`src/rtl/reorder_buffer_if.sv`:
```
// Decode / execute / commit bundle between the pipeline and the reorder buffer.
// The slave side is the buffer itself; the master side allocates and completes entries.
interface reorder_buffer_if #(
   parameter int NUM_ENTRIES = 8,
   parameter int TAG_W       = $clog2(NUM_ENTRIES),
   parameter int ADDR_W      = 5,
   parameter int DATA_W      = 32,
   parameter int PC_W        = 32,
   parameter int XADDR_W     = 32,
   parameter int XTYPE_W     = 3
);
   logic               alloc_valid;
   logic               alloc_ready;
   logic [TAG_W-1:0]   alloc_tag;
   logic               alloc_has_dest;
   logic [ADDR_W-1:0]  alloc_dest;
   logic [PC_W-1:0]    alloc_pc;
   logic               alloc_iret;

   logic               complete_valid;
   logic [TAG_W-1:0]   complete_tag;
   logic [DATA_W-1:0]  complete_data;
   logic               complete_xcpt;
   logic [XTYPE_W-1:0] complete_xcpt_type;
   logic [XADDR_W-1:0] complete_xcpt_addr;

   logic               writeEn;
   logic [ADDR_W-1:0]  dest_addr;
   logic [DATA_W-1:0]  writeVal;
   logic               xcpt_valid;
   logic [XTYPE_W-1:0] xcpt_type;
   logic [PC_W-1:0]    rmPC;
   logic [XADDR_W-1:0] rmAddr;
   logic               iret_instr;
   logic               flush;
   logic               empty;

   modport slave (
      input  alloc_valid, alloc_has_dest, alloc_dest, alloc_pc, alloc_iret,
      input  complete_valid, complete_tag, complete_data, complete_xcpt,
      input  complete_xcpt_type, complete_xcpt_addr,
      output alloc_ready, alloc_tag,
      output writeEn, dest_addr, writeVal, xcpt_valid, xcpt_type, rmPC, rmAddr,
      output iret_instr, flush, empty
   );

   modport master (
      output alloc_valid, alloc_has_dest, alloc_dest, alloc_pc, alloc_iret,
      output complete_valid, complete_tag, complete_data, complete_xcpt,
      output complete_xcpt_type, complete_xcpt_addr,
      input  alloc_ready, alloc_tag,
      input  writeEn, dest_addr, writeVal, xcpt_valid, xcpt_type, rmPC, rmAddr,
      input  iret_instr, flush, empty
   );
endinterface

```
`src/rtl/reorder_buffer.sv`:
```
// In-order commit buffer: entries allocated in program order, completed out of order
// by tag, retired one per cycle from head; a committed exception flushes everything.
module reorder_buffer #(
   parameter int NUM_ENTRIES = 8,
   parameter int ADDR_W      = 5,
   parameter int DATA_W      = 32,
   parameter int PC_W        = 32,
   parameter int XADDR_W     = 32,
   parameter int XTYPE_W     = 3
) (
   input  logic              clock,
   input  logic              reset,
   reorder_buffer_if.slave   rob
);
   localparam int TAG_W = $clog2(NUM_ENTRIES);

   logic [NUM_ENTRIES-1:0] valid_reg, valid_next;
   logic [NUM_ENTRIES-1:0] done_reg, done_next;
   logic [NUM_ENTRIES-1:0] has_dest_reg, iret_reg, xcpt_reg;
   logic [ADDR_W-1:0]      dest_reg  [NUM_ENTRIES];
   logic [PC_W-1:0]        pc_reg    [NUM_ENTRIES];
   logic [DATA_W-1:0]      data_reg  [NUM_ENTRIES];
   logic [XTYPE_W-1:0]     xtype_reg [NUM_ENTRIES];
   logic [XADDR_W-1:0]     xaddr_reg [NUM_ENTRIES];

   logic [TAG_W:0]   head_reg, head_next, tail_reg, tail_next;
   logic [TAG_W-1:0] head_idx, tail_idx;
   logic             full_reg, full_next;
   logic             commit, commit_ok, commit_xcpt;
   logic             alloc_ready, alloc_fire, complete_fire;

   assign head_idx = head_reg[TAG_W-1:0];
   assign tail_idx = tail_reg[TAG_W-1:0];

   // Commit is gated by reset so nothing retires in a reset cycle.
   always_comb begin
      commit        = !reset && valid_reg[head_idx] && done_reg[head_idx];
      commit_xcpt   = commit && xcpt_reg[head_idx];
      commit_ok     = commit && !xcpt_reg[head_idx];
      alloc_ready   = !reset && !full_reg && !commit_xcpt;
      alloc_fire    = rob.alloc_valid && alloc_ready;
      complete_fire = rob.complete_valid && valid_reg[rob.complete_tag]
                      && !done_reg[rob.complete_tag] && !commit_xcpt;
      head_next     = head_reg + {{TAG_W{1'b0}}, commit_ok};
      tail_next     = tail_reg + {{TAG_W{1'b0}}, alloc_fire};
      full_next     = (head_next[TAG_W-1:0] == tail_next[TAG_W-1:0])
                      && (head_next[TAG_W] != tail_next[TAG_W]);
   end

   generate
      for (genvar gi = 0; gi < NUM_ENTRIES; gi++) begin : g_entry
         logic alloc_hit, commit_hit, complete_hit;
         assign alloc_hit    = alloc_fire && (tail_idx == TAG_W'(gi));
         assign commit_hit   = commit_ok && (head_idx == TAG_W'(gi));
         assign complete_hit = complete_fire && (rob.complete_tag == TAG_W'(gi));
         assign valid_next[gi] = alloc_hit ? 1'b1 : (commit_hit ? 1'b0 : valid_reg[gi]);
         assign done_next[gi]  = alloc_hit ? 1'b0 : (complete_hit ? 1'b1 : done_reg[gi]);
      end
   endgenerate

   always_ff @(posedge clock) begin
      if (reset || commit_xcpt) begin
         valid_reg <= '0;
         done_reg  <= '0;
         head_reg  <= '0;
         tail_reg  <= '0;
         full_reg  <= 1'b0;
      end else begin
         valid_reg <= valid_next;
         done_reg  <= done_next;
         head_reg  <= head_next;
         tail_reg  <= tail_next;
         full_reg  <= full_next;
      end
   end

   // Payload needs no reset: it is only observed behind valid && done.
   always_ff @(posedge clock) begin
      if (alloc_fire) begin
         has_dest_reg[tail_idx] <= rob.alloc_has_dest;
         dest_reg[tail_idx]     <= rob.alloc_dest;
         pc_reg[tail_idx]       <= rob.alloc_pc;
         iret_reg[tail_idx]     <= rob.alloc_iret;
      end
      if (complete_fire) begin
         data_reg[rob.complete_tag]  <= rob.complete_data;
         xcpt_reg[rob.complete_tag]  <= rob.complete_xcpt;
         xtype_reg[rob.complete_tag] <= rob.complete_xcpt_type;
         xaddr_reg[rob.complete_tag] <= rob.complete_xcpt_addr;
      end
   end

   always_comb begin
      rob.alloc_ready = alloc_ready;
      rob.alloc_tag   = tail_idx;
      rob.empty       = (head_reg == tail_reg);
      rob.writeEn     = commit_ok && has_dest_reg[head_idx];
      rob.dest_addr   = commit_ok ? dest_reg[head_idx] : '0;
      rob.writeVal    = commit_ok ? data_reg[head_idx] : '0;
      rob.iret_instr  = commit_ok && iret_reg[head_idx];
      rob.xcpt_valid  = commit_xcpt;
      rob.flush       = commit_xcpt;
      rob.xcpt_type   = commit_xcpt ? xtype_reg[head_idx] : '0;
      rob.rmPC        = commit_xcpt ? pc_reg[head_idx] : '0;
      rob.rmAddr      = commit_xcpt ? xaddr_reg[head_idx] : '0;
   end
endmodule

```
`src/flat_wrapper.sv`:
```
// flat-port wrapper written by rule: the top's interface ports become plain ports
module reorder_buffer_flat 
#(
   parameter int NUM_ENTRIES = 8,
   parameter int ADDR_W      = 5,
   parameter int DATA_W      = 32,
   parameter int PC_W        = 32,
   parameter int XADDR_W     = 32,
   parameter int XTYPE_W     = 3
)
  (clock, reset, rob_alloc_valid, rob_alloc_has_dest, rob_alloc_dest, rob_alloc_pc, rob_alloc_iret, rob_complete_valid, rob_complete_tag, rob_complete_data, rob_complete_xcpt, rob_complete_xcpt_type, rob_complete_xcpt_addr, rob_alloc_ready, rob_alloc_tag, rob_writeEn, rob_dest_addr, rob_writeVal, rob_xcpt_valid, rob_xcpt_type, rob_rmPC, rob_rmAddr, rob_iret_instr, rob_flush, rob_empty);
  reorder_buffer_if #(.NUM_ENTRIES(NUM_ENTRIES), .ADDR_W(ADDR_W), .DATA_W(DATA_W), .PC_W(PC_W), .XADDR_W(XADDR_W), .XTYPE_W(XTYPE_W)) rob_i ();
  input  logic clock;
  input  logic reset;
  input wire logic [$bits(rob_i.alloc_valid)-1:0] rob_alloc_valid;
  input wire logic [$bits(rob_i.alloc_has_dest)-1:0] rob_alloc_has_dest;
  input wire logic [$bits(rob_i.alloc_dest)-1:0] rob_alloc_dest;
  input wire logic [$bits(rob_i.alloc_pc)-1:0] rob_alloc_pc;
  input wire logic [$bits(rob_i.alloc_iret)-1:0] rob_alloc_iret;
  input wire logic [$bits(rob_i.complete_valid)-1:0] rob_complete_valid;
  input wire logic [$bits(rob_i.complete_tag)-1:0] rob_complete_tag;
  input wire logic [$bits(rob_i.complete_data)-1:0] rob_complete_data;
  input wire logic [$bits(rob_i.complete_xcpt)-1:0] rob_complete_xcpt;
  input wire logic [$bits(rob_i.complete_xcpt_type)-1:0] rob_complete_xcpt_type;
  input wire logic [$bits(rob_i.complete_xcpt_addr)-1:0] rob_complete_xcpt_addr;
  output wire logic [$bits(rob_i.alloc_ready)-1:0] rob_alloc_ready;
  output wire logic [$bits(rob_i.alloc_tag)-1:0] rob_alloc_tag;
  output wire logic [$bits(rob_i.writeEn)-1:0] rob_writeEn;
  output wire logic [$bits(rob_i.dest_addr)-1:0] rob_dest_addr;
  output wire logic [$bits(rob_i.writeVal)-1:0] rob_writeVal;
  output wire logic [$bits(rob_i.xcpt_valid)-1:0] rob_xcpt_valid;
  output wire logic [$bits(rob_i.xcpt_type)-1:0] rob_xcpt_type;
  output wire logic [$bits(rob_i.rmPC)-1:0] rob_rmPC;
  output wire logic [$bits(rob_i.rmAddr)-1:0] rob_rmAddr;
  output wire logic [$bits(rob_i.iret_instr)-1:0] rob_iret_instr;
  output wire logic [$bits(rob_i.flush)-1:0] rob_flush;
  output wire logic [$bits(rob_i.empty)-1:0] rob_empty;
  assign rob_i.alloc_valid = rob_alloc_valid;
  assign rob_i.alloc_has_dest = rob_alloc_has_dest;
  assign rob_i.alloc_dest = rob_alloc_dest;
  assign rob_i.alloc_pc = rob_alloc_pc;
  assign rob_i.alloc_iret = rob_alloc_iret;
  assign rob_i.complete_valid = rob_complete_valid;
  assign rob_i.complete_tag = rob_complete_tag;
  assign rob_i.complete_data = rob_complete_data;
  assign rob_i.complete_xcpt = rob_complete_xcpt;
  assign rob_i.complete_xcpt_type = rob_complete_xcpt_type;
  assign rob_i.complete_xcpt_addr = rob_complete_xcpt_addr;
  assign rob_alloc_ready = rob_i.alloc_ready;
  assign rob_alloc_tag = rob_i.alloc_tag;
  assign rob_writeEn = rob_i.writeEn;
  assign rob_dest_addr = rob_i.dest_addr;
  assign rob_writeVal = rob_i.writeVal;
  assign rob_xcpt_valid = rob_i.xcpt_valid;
  assign rob_xcpt_type = rob_i.xcpt_type;
  assign rob_rmPC = rob_i.rmPC;
  assign rob_rmAddr = rob_i.rmAddr;
  assign rob_iret_instr = rob_i.iret_instr;
  assign rob_flush = rob_i.flush;
  assign rob_empty = rob_i.empty;
  reorder_buffer #(.NUM_ENTRIES(NUM_ENTRIES), .ADDR_W(ADDR_W), .DATA_W(DATA_W), .PC_W(PC_W), .XADDR_W(XADDR_W), .XTYPE_W(XTYPE_W)) u_core (.clock(clock), .reset(reset), .rob(rob_i));
endmodule
```
`config.mk`:
```
export PLATFORM = sky130hd
export DESIGN_NAME = reorder_buffer_flat
export DESIGN_NICKNAME = d
export VERILOG_FILES = /design/src/rtl/reorder_buffer_if.sv /design/src/rtl/reorder_buffer.sv /design/src/flat_wrapper.sv
export SDC_FILE = /design/constraint.sdc
export NUM_CORES = 1
export LEC_CHECK = 0
export ABC_AREA = 1
export CAP_MARGIN = 30
export CORE_UTILIZATION = 60
export CTS_BUF_LIST = sky130_fd_sc_hd__clkbuf_4 sky130_fd_sc_hd__clkbuf_8
export DETAILED_ROUTE_END_ITERATION = 8
export PLACE_DENSITY = 0.81
export SLEW_MARGIN = 5
export SYNTH_ARGS = -nofsm -noshare
export SYNTH_HDL_FRONTEND = slang
export SYNTH_SLANG_ARGS = --single-unit
```
`constraint.sdc`:
```
create_clock -name clock -period 9.2 [get_ports clock]
set_input_delay 1.84 -clock clock [delete_from_list [all_inputs] [get_ports clock]]
set_output_delay 1.84 -clock clock [all_outputs]
set_load 0.02 [all_outputs]
```
==> results.json <==
{
  "status": "completed",
  "yosysMostFrequentCell": "edfxtp_1",
  "synthCells": 2152,
  "fill_cells": 3327,
  "yosys.area.top_type": "edfxtp_1",
  "synth_warnings": 0,
  "synth-seq-cells": 881,
  "grt_pass1_vias": 20200,
  "hold_viol_final": 0,
  "synth_seq_area_share_pct": 80.1,
  "root_buffer": "clkbuf_8",
  "synth_edf_count": 856,
  "setup_viol_count_final": 0,
  "tritoncts": "built",
  "numCtsBuffers": 137,
  "drive_gt1_share_pct": 10.8,
  "post-route-period-util_pct": 73.0,
  "syn_nets": 2270,
  "powerDensity_mw_per_mm2": 201,
  "drt_first_pass_iters": 6,
  "worstPathRequired_ps": 7360,
  "post-route-util_pct": 71.1,
  "critPathLaunchType": "flop",
  "grt_max_degree": 215,
  "vias": 20300,
  "fmax_ghz": 0.149,
  "synthFlopType": "edfxtp_1",
  "maxSlewViolCount": 0,
  "clockBufferDepth": 3,
  "maxCapViolations": 0,
  "period_minus_slack_ps": 6710,
  "synthesis.area_sq_mm": 0.0327,
  "clock_skew_ps": 35.7,
  "hpwlAfterDp_um": 39900,
  "synth_top_area_share_pct": 78.5,
  "ant_nets": 0,
  "ctsHtreeMaxLevel": 4,
  "dieArea_sq_mm": 0.0555,
  "synth_area_leaders": "edfxtp_1 (79%), o22ai_1 (8.1%), o21ai_0 (3.3%), nand2_1 (2.3%), nor2_1 (1.7%)",
  "rsz0062_at_grt": "no",
  "leakage_nw": 12.5,
  "slew_headroom_pct": 19.4,
  "fin_ws_ps": 2490,
  "cp_max_fo": 73,
  "synthTopCellsByCount": "edfxtp_1 (856), o22ai_1 (425), o21ai_0 (215), nand2_1 (202), nor2_1 (151)",
  "port-buffer-count": 226,
  "nets": 2528,
  "grt_overflow": 0,
  "drc_errors": 0,
  "ios": 227,
  "clk_latency_ps": 790,
  "routed_via_density": 6.32,
  "min_path_type": "flop to flop",
  "syn_avg_cell_area_sq_um": 15.2,
  "cts_sinks": 881,
  "synth.distinct_cells": 32,
  "rows": 85,
  "die_w_um": 236,
  "clkTransAtPathRegs_ps": 60,
  "ir_worst_vdd_mv": 0.160,
  "area_growth_pct": 16.9,
  "die_h_um": 236,
  "tightest_slew_ps": 1210,
  "reg2reg_setup_slack_ps": 3640,
  "worst_ep_arrival_time_ps": 4870,
  "core-area_sq_mm": 0.0538,
  "antenna_found_initial": 10,
  "post_drt_wl_per_cell_um": 24.2,
  "grt_first_pass_wirelength_um": 116000,
  "drtIter0Drc": 2529,
  "worstSetupPathType": "flop to output pin",
  "wl_um": 77900,
  "routabilityCongestion": 0.914,
  "cts-resized-gates": 0,
  "postCtsSetupBuffers": 0,
  "grt_use_total_pct": 27.9,
  "pre_cts_ws_ps": 2820,
  "start_util_pct": 60.8,
  "endpoint_kind": "output pin",
  "fin_tns_setup_ps": 0,
  "holdWs_ps": 494,
  "synthArstFlopShare_pct": 0,
  "cts.hold.buffers_added": 0
}
## cells in the final DEF, fill, tap and decap left out, types with 5 or more instances in the layout
master	synthesis	final
o22ai_1	425	425
a21oi_1	10	10
nor2_1	151	150
clkinvlp_4	0	7
clkdlybuf4s50_1	0	226
clkbuf_4	0	42
o21ai_0	215	215
edfxtp_1	856	856
buf_4	7	25
nand2_1	202	199
diode_2	0	9
inv_1	52	44
clkinv_1	0	41
clkinv_2	0	11
clkbuf_8	0	141
nand3_1	15	15
nor2_4	13	14
inv_2	4	5
nand4_1	19	19
dfxtp_1	25	24
## where the power goes
part           switching (mW)  leakage [nW]  internal [mW]
Clock                    1.44          1.33           1.64
Combinational           0.103          3.23         0.0635
Sequential            0.00942          7.92           4.44
Total                    1.55          12.5           6.14
## critical path, cell delays in order (launching register included)
cell and delay, ps:
dfxtp_4 840, clkinv_2 890, nand2_1 300, nand2_2 190
nand3_4 300, buf_4 730, nor2_1 120, clkdlybuf4s50_1 570
## area by class of cell
cell class,instances,area (sq um),share of cell area (%)
Multi-Input combinational cell,1073,5700,14.9
Clock inverter,57,309,0.808
Inverter,58,235,0.615
Clock buffer,183,2260,5.90
Sequential cell,881,26200,68.5
Antenna cell,9,22.5,0.0589
Timing Repair Buffer,259,2640,6.90
Tap cell,696,871,2.28
## logic make-up (layout without fill, tap and decap cells)
family          Yosys count  count (layout)  synth area share (%)
simple gates            405             405                  5.26
flops                   881             881                  80.1
other cells               0               9                     0
compound gates          658             658                  11.8
xor+xnor                  6               6                 0.161
buf+inv                 198             557                  2.60
fa+ha+maj                 4               4                 0.153
## layer usage
layer,global-route usage (%),routed length (um),share of wire [%],up-vias
li1,-,-,-,8951
met1,36.1,29000,37,9943
met2,45.0,38400,49,1221
met3,7.33,8070,10,185
met4,12.5,2360,3.0,10
met5,0,69,0.089,-
## final timing paths
path                                    startpoint                          endpoint  depth (start not counted)
hold reg to reg   u_core.valid_reg[6]$_SDFFE_PP0P_  u_core.valid_reg[6]$_SDFFE_PP0P_                          2
hold / removal    u_core.valid_reg[6]$_SDFFE_PP0P_  u_core.valid_reg[6]$_SDFFE_PP0P_                          2
setup / recovery     u_core.head_reg[2]$_SDFF_PP0_                  rob_xcpt_type[2]                          7
setup reg to reg     u_core.head_reg[2]$_SDFF_PP0_  u_core.xaddr_reg[1][7]$_DFFE_PP_                          8
## per-stage QoR
| step | total power, mW | std cells | cell area [sq um] |
|---|---|---|---|
| after floorplan | 4.58 | 2152 | 32700 |
| after global placement | 4.68 | 2961 | 35500 |
| after detailed placement | 4.69 | 2965 | 35600 |
| after CTS | 7.73 | 3205 | 38200 |
| after global routing | 7.92 | 3210 | 38200 |
| final | 7.69 | 3216 | 38200 |
No activity file was read; power rests on OpenSTA's default activity.
